$ cat config.mk
export PLATFORM = sky130hd
export DESIGN_NAME = scr1_dmi_chain_ctrl
export DESIGN_NICKNAME = d
export VERILOG_FILES = /design/src/rtl/scr1_dmi_chain_ctrl.sv
export SDC_FILE = /design/constraint.sdc
export NUM_CORES = 1
export LEC_CHECK = 0
export BUFFER_PORTS_ARGS = -buffer_cell sky130_fd_sc_hd__buf_2
export CAP_MARGIN = 25
export CORE_MARGIN = 3
export CORE_UTILIZATION = 56
export DETAILED_ROUTE_END_ITERATION = 10
export GPL_TIMING_DRIVEN = 0
export PLACE_DENSITY = 0.84
export SYNTH_ARGS = -nofsm -noshare
export SYNTH_HDL_FRONTEND = slang
export SYNTH_SLANG_ARGS = --single-unit
$ cat constraint.sdc
create_clock -name clk -period 2 [get_ports clk]
set_input_delay 0.4 -clock clk [delete_from_list [all_inputs] [get_ports clk]]
set_output_delay 0.4 -clock clk [all_outputs]
set_load 0.05 [all_outputs]
$ cat src/rtl/scr1_dmi_chain_ctrl.sv
// scr1_dmi_chain_ctrl
// SysCLK-domain DMI scan-chain controller. Decodes the synchronized TAP
// capture/shift/update qualifiers for the DTMCS (id 1) and DMI-access (id 2)
// data registers, drives TDO, and issues request/response transactions to
// the Debug Module.
//
// Optional feature: define SCR1_DBG_DMI_TIMEOUT_EN to abort a DM access that
// stays outstanding for TIMEOUT cycles (dmistat becomes 2, "failed").
//
// DM handshake: dmi_req is the request valid. The request and its payload
// (op/addr/wdata) stay stable while dmi_req=1. The request completes on the
// clock edge where dmi_req=1 and dmi_req_ack=1 are sampled together. The DM
// then answers with a single-cycle dmi_resp strobe, no earlier than the cycle
// after ack, and dmi_resp_rdata is valid only while dmi_resp=1.

`ifndef SCR1_DBG_DMI_CH_ID_WIDTH
`define SCR1_DBG_DMI_CH_ID_WIDTH 2
`endif

module scr1_dmi_chain_ctrl #(
  parameter int ABITS   = 7,
  parameter int TIMEOUT = 255
) (
  input  logic                                 clk,
  input  logic                                 rst_n,
  input  logic                                 dmi_ch_sel_core,
  input  logic [`SCR1_DBG_DMI_CH_ID_WIDTH-1:0] dmi_ch_id_core,
  input  logic                                 dmi_ch_capture_core,
  input  logic                                 dmi_ch_shift_core,
  input  logic                                 dmi_ch_update_core,
  input  logic                                 dmi_ch_tdi_core,
  output logic                                 dmi_ch_tdo_core,
  output logic                                 dmi_req,
  output logic [1:0]                           dmi_req_op,
  output logic [ABITS-1:0]                     dmi_req_addr,
  output logic [31:0]                          dmi_req_wdata,
  input  logic                                 dmi_req_ack,
  input  logic                                 dmi_resp,
  input  logic [31:0]                          dmi_resp_rdata,
  output logic [1:0]                           dbg_fsm_state
);

  localparam int SR_W = ABITS + 34;

  typedef enum logic [1:0] {
    ST_IDLE = 2'd0,
    ST_REQ  = 2'd1,
    ST_WAIT = 2'd2
  } dmi_state_e;

  dmi_state_e        state;
  dmi_state_e        state_next;
  logic [SR_W-1:0]   sr;
  logic [SR_W-1:0]   sr_shift;
  logic [1:0]        dmistat;
  logic [ABITS-1:0]  last_addr;
  logic [31:0]       last_rdata;
  logic [1:0]        cap_op;
  logic [31:0]       dtmcs_cap;

  logic              ch_active;
  logic              is_dtmcs;
  logic              ev_update;
  logic              ev_capture;
  logic              ev_shift;
  logic              dtmcs_upd;
  logic              dmi_upd;
  logic              dmi_cap;
  logic              hard_rst;
  logic              dmi_accept;
  logic              busy;
  logic              timeout_hit;

  logic [ABITS-1:0]  upd_addr;
  logic [31:0]       upd_data;
  logic [1:0]        upd_op;

  assign upd_addr = sr[SR_W-1:34];
  assign upd_data = sr[33:2];
  assign upd_op   = sr[1:0];

  // Event decode: only a selected chain with a known id reacts; update wins
  // over capture, capture wins over shift.
  always_comb begin
    ch_active  = dmi_ch_sel_core &&
                 ((dmi_ch_id_core == `SCR1_DBG_DMI_CH_ID_WIDTH'(1)) ||
                  (dmi_ch_id_core == `SCR1_DBG_DMI_CH_ID_WIDTH'(2)));
    is_dtmcs   = (dmi_ch_id_core == `SCR1_DBG_DMI_CH_ID_WIDTH'(1));
    ev_update  = ch_active && dmi_ch_update_core;
    ev_capture = ch_active && dmi_ch_capture_core && !dmi_ch_update_core;
    ev_shift   = ch_active && dmi_ch_shift_core && !dmi_ch_update_core &&
                 !dmi_ch_capture_core;
    dtmcs_upd  = ev_update && is_dtmcs;
    dmi_upd    = ev_update && !is_dtmcs;
    dmi_cap    = ev_capture && !is_dtmcs;
    hard_rst   = dtmcs_upd && sr[17];
    busy       = (state != ST_IDLE);
    dmi_accept = dmi_upd && (dmistat == 2'd0) && !busy &&
                 ((upd_op == 2'd1) || (upd_op == 2'd2));
  end

  // Capture values and the shifted register image for the active chain.
  always_comb begin
    dtmcs_cap = {17'b0, 3'd1, dmistat, 6'(ABITS), 4'd1};
    if (dmistat != 2'd0) begin
      cap_op = dmistat;
    end else if (busy) begin
      cap_op = 2'd3;
    end else begin
      cap_op = 2'd0;
    end
    sr_shift = sr >> 1;
    if (is_dtmcs) begin
      sr_shift[31] = dmi_ch_tdi_core;
    end else begin
      sr_shift[SR_W-1] = dmi_ch_tdi_core;
    end
  end

`ifdef SCR1_DBG_DMI_TIMEOUT_EN
  localparam int CNT_W = $clog2(TIMEOUT + 1);
  logic [CNT_W-1:0] tmo_cnt;

  // Access age counter: held at zero in IDLE, counts every REQ/WAIT cycle.
  always_ff @(posedge clk or negedge rst_n) begin
    if (!rst_n) begin
      tmo_cnt <= '0;
    end else if (!busy || state_next == ST_IDLE) begin
      tmo_cnt <= '0;
    end else begin
      tmo_cnt <= tmo_cnt + 1'b1;
    end
  end

  assign timeout_hit = busy && (tmo_cnt == CNT_W'(TIMEOUT - 1));
`else
  assign timeout_hit = 1'b0;
`endif

  // FSM state register.
  always_ff @(posedge clk or negedge rst_n) begin
    if (!rst_n) begin
      state <= ST_IDLE;
    end else begin
      state <= state_next;
    end
  end

  // FSM next state; hard reset and timeout abort any access in flight.
  always_comb begin
    state_next = state;
    case (state)
      ST_IDLE: if (dmi_accept)  state_next = ST_REQ;
      ST_REQ:  if (dmi_req_ack) state_next = ST_WAIT;
      ST_WAIT: if (dmi_resp)    state_next = ST_IDLE;
      default:                  state_next = ST_IDLE;
    endcase
    if (hard_rst || timeout_hit) begin
      state_next = ST_IDLE;
    end
  end

  assign dmi_req       = (state == ST_REQ);
  assign dbg_fsm_state = state;

  // Scan register and registered TDO (TDO trails sr[0] by one cycle).
  always_ff @(posedge clk or negedge rst_n) begin
    if (!rst_n) begin
      sr              <= '0;
      dmi_ch_tdo_core <= 1'b0;
    end else begin
      dmi_ch_tdo_core <= sr[0];
      if (ev_capture) begin
        if (is_dtmcs) begin
          sr <= {{(SR_W-32){1'b0}}, dtmcs_cap};
        end else begin
          sr <= {last_addr, last_rdata, cap_op};
        end
      end else if (ev_shift) begin
        sr <= sr_shift;
      end
    end
  end

  // Sticky dmistat: set by timeout (failed) or overlapping access (busy),
  // cleared only by DTMCS dmireset/dmihardreset.
  always_ff @(posedge clk or negedge rst_n) begin
    if (!rst_n) begin
      dmistat <= 2'd0;
    end else if (timeout_hit) begin
      dmistat <= 2'd2;
    end else if (dtmcs_upd && (sr[16] || sr[17])) begin
      dmistat <= 2'd0;
    end else if ((dmi_cap || dmi_upd) && (dmistat == 2'd0) && busy) begin
      dmistat <= 2'd3;
    end
  end

  // Request payload: latched on an accepted update, stable until the next one.
  always_ff @(posedge clk or negedge rst_n) begin
    if (!rst_n) begin
      dmi_req_op    <= 2'd0;
      dmi_req_addr  <= '0;
      dmi_req_wdata <= 32'd0;
    end else if (dmi_accept) begin
      dmi_req_op    <= upd_op;
      dmi_req_addr  <= upd_addr;
      dmi_req_wdata <= upd_data;
    end
  end

  // Completed-access record returned by the next DMI capture.
  always_ff @(posedge clk or negedge rst_n) begin
    if (!rst_n) begin
      last_addr  <= '0;
      last_rdata <= 32'd0;
    end else if ((state == ST_WAIT) && dmi_resp && !hard_rst && !timeout_hit) begin
      last_addr  <= dmi_req_addr;
      last_rdata <= dmi_resp_rdata;
    end
  end

endmodule

== After elaboration in Yosys (flattened, before gate mapping) ==
Cells that the tools add are included.
Storage, ports and cells
  bits in registers: 126
  input port bits: 43
  output and inout bits: 45
  word-level logic and storage cells: 67
Cells by class
  eq/ne operators: 9
  mux-type cells: 14
  reductions and logical operators: 35
Operators by type and width (count)
  $mux W41: 3
  $logic_and A1 B1 Y1: 19
  $mux W2: 8
  $reduce_bool A2 Y1: 4
  $eq A2 B1 Y1 const B: 3
  $eq A2 B2 Y1 const B: 3
  $ne A3 B3 Y1 const B: 2
  $pmux W2 S3: 1
  $logic_not A1 Y1: 5
  $logic_not A2 Y1: 2
  $logic_or A1 B1 Y1: 4
  $ne A3 B1 Y1 const B: 1
  $reduce_and A3 Y1: 1
  $mux W1: 2

== Logic depth before layout (Yosys ltp) ==
  word-level depth: 11
  gate-level depth with buffers: 7
  gate-level depth less buffers: 5

== Worst setup path before layout ==
Ideal clock, no wire load.
  path type: input -> register
  start: input dmi_ch_id_core[1]
  end: register last_addr[0]
  setup time: 128 ps
  arrival: 1870 ps
  data required time: 1872 ps
  path slack: 2 ps
  stages on the path: 7
  path buffers: 2
  cell sequence: inv_1 -> ha_1 -> and4b_4 -> a211oi_4 -> buf_6 -> buf_6 -> mux2_1
On the way
  cells in the longest elaborated chain, start to end: 8
  elaborated cells between the ends (all ways): 9
  those cells by class: 2 x eq/ne; 7 x reduce/logical
Ends and longest elaborated chain
  from (decl): line 27  | input logic [`SCR1_DBG_DMI_CH_ID_WIDTH-1:0] dmi_ch_id_core,
  $eq A2 B1 Y1 / $eq A2 B2 Y1 (equally long branches): line 86, 88, 87
  $logic_or A1 B1 Y1: line 86  | ((dmi_ch_id_core == `SCR1_DBG_DMI_CH_ID_WIDTH'(1)) ||
  $logic_and A1 B1 Y1: line 85  | ch_active = dmi_ch_sel_core &&
  $logic_and A1 B1 Y1: line 89  | ev_update = ch_active && dmi_ch_update_core;
  $logic_and A1 B1 Y1 (*): line 93  | dtmcs_upd = ev_update && is_dtmcs;
  $logic_and A1 B1 Y1 (*): line 96  | hard_rst = dtmcs_upd && sr[17];
  $logic_not A1 Y1 (*): line 217  | end else if ((state == ST_WAIT) && dmi_resp && !hard_rst && !timeout_hit) begin
  $logic_and A1 B1 Y1 (*): line 217
  to (signal assigned): line 218  | last_addr <= dmi_req_addr;
  to (decl): line 56  | logic [ABITS-1:0] last_addr;
Mark *: on every way between the ends. The rest lies on a longest branch, timed or not.
A chain may end at the register's enable or synchronous reset.

== Worst setup path in the final report ==
  start: register state[0] (netlist: dbg_fsm_state[0])
  end: output dmi_req
On the way
  cells in the longest elaborated chain, start to end: 1
Ends and longest elaborated chain
  from (decl): line 51  | dmi_state_e state;
  from (signal assigned): line 145  | state <= state_next;
  $eq A2 B1 Y1: line 163  | assign dmi_req = (state == ST_REQ);
  to (decl): line 33  | output logic dmi_req,
Every way passes these cells.

==> impl_metrics.yaml <==
worst_setup_path:
  arrival_ns: 1.48
  worstPathMaxFanout: 7
  rr_endpoint: "dmi_req_wdata[25]"
  slowest_stage: "dfrtp_1"
  crit_chain: "nor2b_1 > buf_2"
  endpoint: "dmi_req"
  r2r-start: "dbg_fsm_state[1]"
  worstSetupPathType: "flop to output port"
  end_kind: "output port"
  start_kind: "flop"
  cp_slowest_stage_delay_ns: 0.48
  r2r_cells: 4
  regToRegSetupSlack_ns: 0.23
  crit_start: "dbg_fsm_state[0]"
  required_ns: 1.60
synth:
  yosys_warnings: 0
  ys_ff_latch: 125
  avgSynthCellArea_um2: 12.6
  synth-main-ff-cell: "dfrtp_1"
  syn-num-nets: 466
  syn_area_um2: 5300
  syn_inst: 422
  synthArstFlopShare: 1.00
  seq_area_frac_synth: 0.590
  synth-edff-count: 0
  ys_types: 38
sta:
  post-route-period-util: 0.941
  setup_slack_ns: 0.117
  holdWs_ns: 0.101
  setup_tns_ns: 0
  hold_violations: 0
  rsz0062_at_grt: "false"
  fmax_mhz: 531
  setup_viol: 0
  slew_violations: 0
  maxSlewHeadroom: 0.638
  period_needed_ns: 1.88
  worst_pin_slew_ns: 0.543
  fin_skew_ns: 0.00690
layout:
  finalNonFillerCells: 669
  area_delta_synth_final_pct: 24.2
  n_antenna_cell: 0
  fillers: 582
  final_cell_area_um2: 6590
  drive_gt1_frac: 0.401
  fin_nets: 574
  finalCoreUtilization: 0.734
global_routing:
  grt_pass1_wl_um: 20500
  antenna_found_initial: 1
  grt_pass1_vias: 4103
  grt_max_degree: 105
  track_usage: 0.255
  gr-total-overflow: 0
floorplan:
  rows: 34
  die_width_um: 103
  initial_core_util: 0.591
  dieArea_um2: 10700
  die_h_um: 103
  pin_count: 88
  core_um2: 8980
placed_design:
  port_buffers: 87
  gp_congestion: 0.833
  placed_area_um2: 5930
  dp.cells: 636
  dp_hpwl_um: 8200
  dp_worst_setup_slack_ns: -0.315
route:
  wl_um: 12800
  vias: 4012
  drc: 0
  wl_per_cell_um: 19.1
  first_pass_iters: 4
  postRouteAntennaNets: 0
  vias_per_cell: 6.00
  drtIter0Drc: 306
cts:
  cts_root_buf: "clkbuf_8"
  cts_resized: 0
  htreeDepth: 4
  cts_buffers: 17
  clock-sinks: 125
  cts_tree: "yes"
  cts_buffer_depth: 2
  path_clk_slew_ns: 0.06
  clkLatencyLatePin_ns: 0.52
status:
  status: "completed"
hold_path:
  hold_class: "primary input to flop"
  holdPathStages: 2
power_and_ir_drop:
  leakagePower_nw: 3.01
  p_per_area_nw_per_um2: 1750
  ir_drop_uv: 921
  totalPowerFinal_mw: 11.5
run:
  cap_violations: 0
-- layout make-up --
class                      instances  area (um2)  share of cell area
inverter                           3        11.3             0.00171
multi-input combinational        263        2010               0.305
tap                              126         158              0.0239
buffer                            31         155              0.0236
sequential                       125        3130               0.475
clock buffer                      21         459              0.0697
timing repair buffer              89         479              0.0728
clock inverter                    11         188              0.0285
-- placed cells by master, fill, tap and decap left out, types with 3 or more instances in the layout --
| cell type | synthesis | final |
|---|---|---|
| dfrtp_1 | 125 | 125 |
| buf_2 | 13 | 99 |
| mux2_2 | 78 | 78 |
| nand3_1 | 34 | 34 |
| a21oi_1 | 34 | 34 |
| a31oi_1 | 34 | 34 |
| nand2_1 | 33 | 33 |
| clkbuf_16 | 0 | 16 |
| clkbuf_1 | 14 | 15 |
| mux2_1 | 10 | 10 |
| o32a_1 | 5 | 5 |
| bufinv_16 | 0 | 5 |
| clkbuf_8 | 0 | 4 |
| inv_1 | 3 | 3 |
| buf_6 | 2 | 3 |
| nor2_1 | 3 | 3 |
| o21ai_0 | 3 | 3 |
| clkinvlp_4 | 0 | 3 |
| clkinv_2 | 0 | 3 |
-- how the worst min path moves through the flow --
stage	slack [ns]	end	from
floorplan	0.10	dbg_fsm_state[0]	rst_n
detailed placement	0.26	dmi_req_wdata[15]	rst_n
global route	0.09	last_rdata[20]	dmi_resp_rdata[20]
finish	0.10	last_rdata[28]	dmi_resp_rdata[28]
global placement	0.47	last_addr[5]	last_addr[5]
CTS	0.09	last_rdata[29]	dmi_resp_rdata[29]
-- state kept, by name, indices dropped and copies added, names as in the netlist --
signal and count:
sr 41, dmi_req_addr 7, dmi_req_wdata 32, last_rdata 32, dbg_fsm_state 2, dmi_req_op 2, dmi_ch_tdo_core 1, last_addr 7
dmistat 1
-- worst max-delay path, delay by kind of cell (launching register included) --
kind	cells	cell delay [ns]
simple gates	1	0.20
buf+inv	1	0.28
flops	1	0.48
-- cell usage after synthesis, types with 3 or more instances --
cell type	instances	share of area
inv_1	3	0.0021
mux2_2	78	0.17
o21ai_0	3	0.0028
a21oi_1	34	0.032
clkbuf_1	14	0.0099
o32a_1	5	0.0094
nand2_1	33	0.023
dfrtp_1	125	0.59
mux2_1	10	0.021
buf_2	13	0.012
nor2_1	3	0.0021
nand3_1	34	0.032
a31oi_1	34	0.040
-- logic make-up (layout without fill, tap and decap cells) --
logic type      after synthesis  in the layout  synth area share
flops                       125            125             0.590
mux                          90             90             0.191
compound gates               88             88             0.106
simple gates                 83             83            0.0781
buf+inv                      34            155            0.0314
fa+ha+maj                     1              1           0.00236
xor+xnor                      1              1           0.00165
-- power breakdown --
group | switching (mW) | internal [mW] | leakage, nW | total, mW
Clock | 1.11 | 2.24 | 0.310 | 3.35
Sequential | 0.786 | 3.64 | 1.47 | 4.43
Combinational | 2.48 | 1.30 | 1.22 | 3.77
Total | 4.37 | 7.18 | 3.01 | 11.5
-- repair_timing --
action / 4_1_cts / 5_1_grt
hold buffers: 1 / 0
setup buffers: 0 / 0
hold endpoints to repair: 21 / 0
-- per-layer routing --
layer / global-route usage / part of all wire / vias up
met5: 0 / 0.0010 / -
met4: 0.125 / 0.032 / 2
met3: 0.0704 / 0.060 / 45
met2: 0.401 / 0.50 / 172
met1: 0.328 / 0.41 / 2026
li1: - / - / 1767
Power figures use the tool's default switching activity.
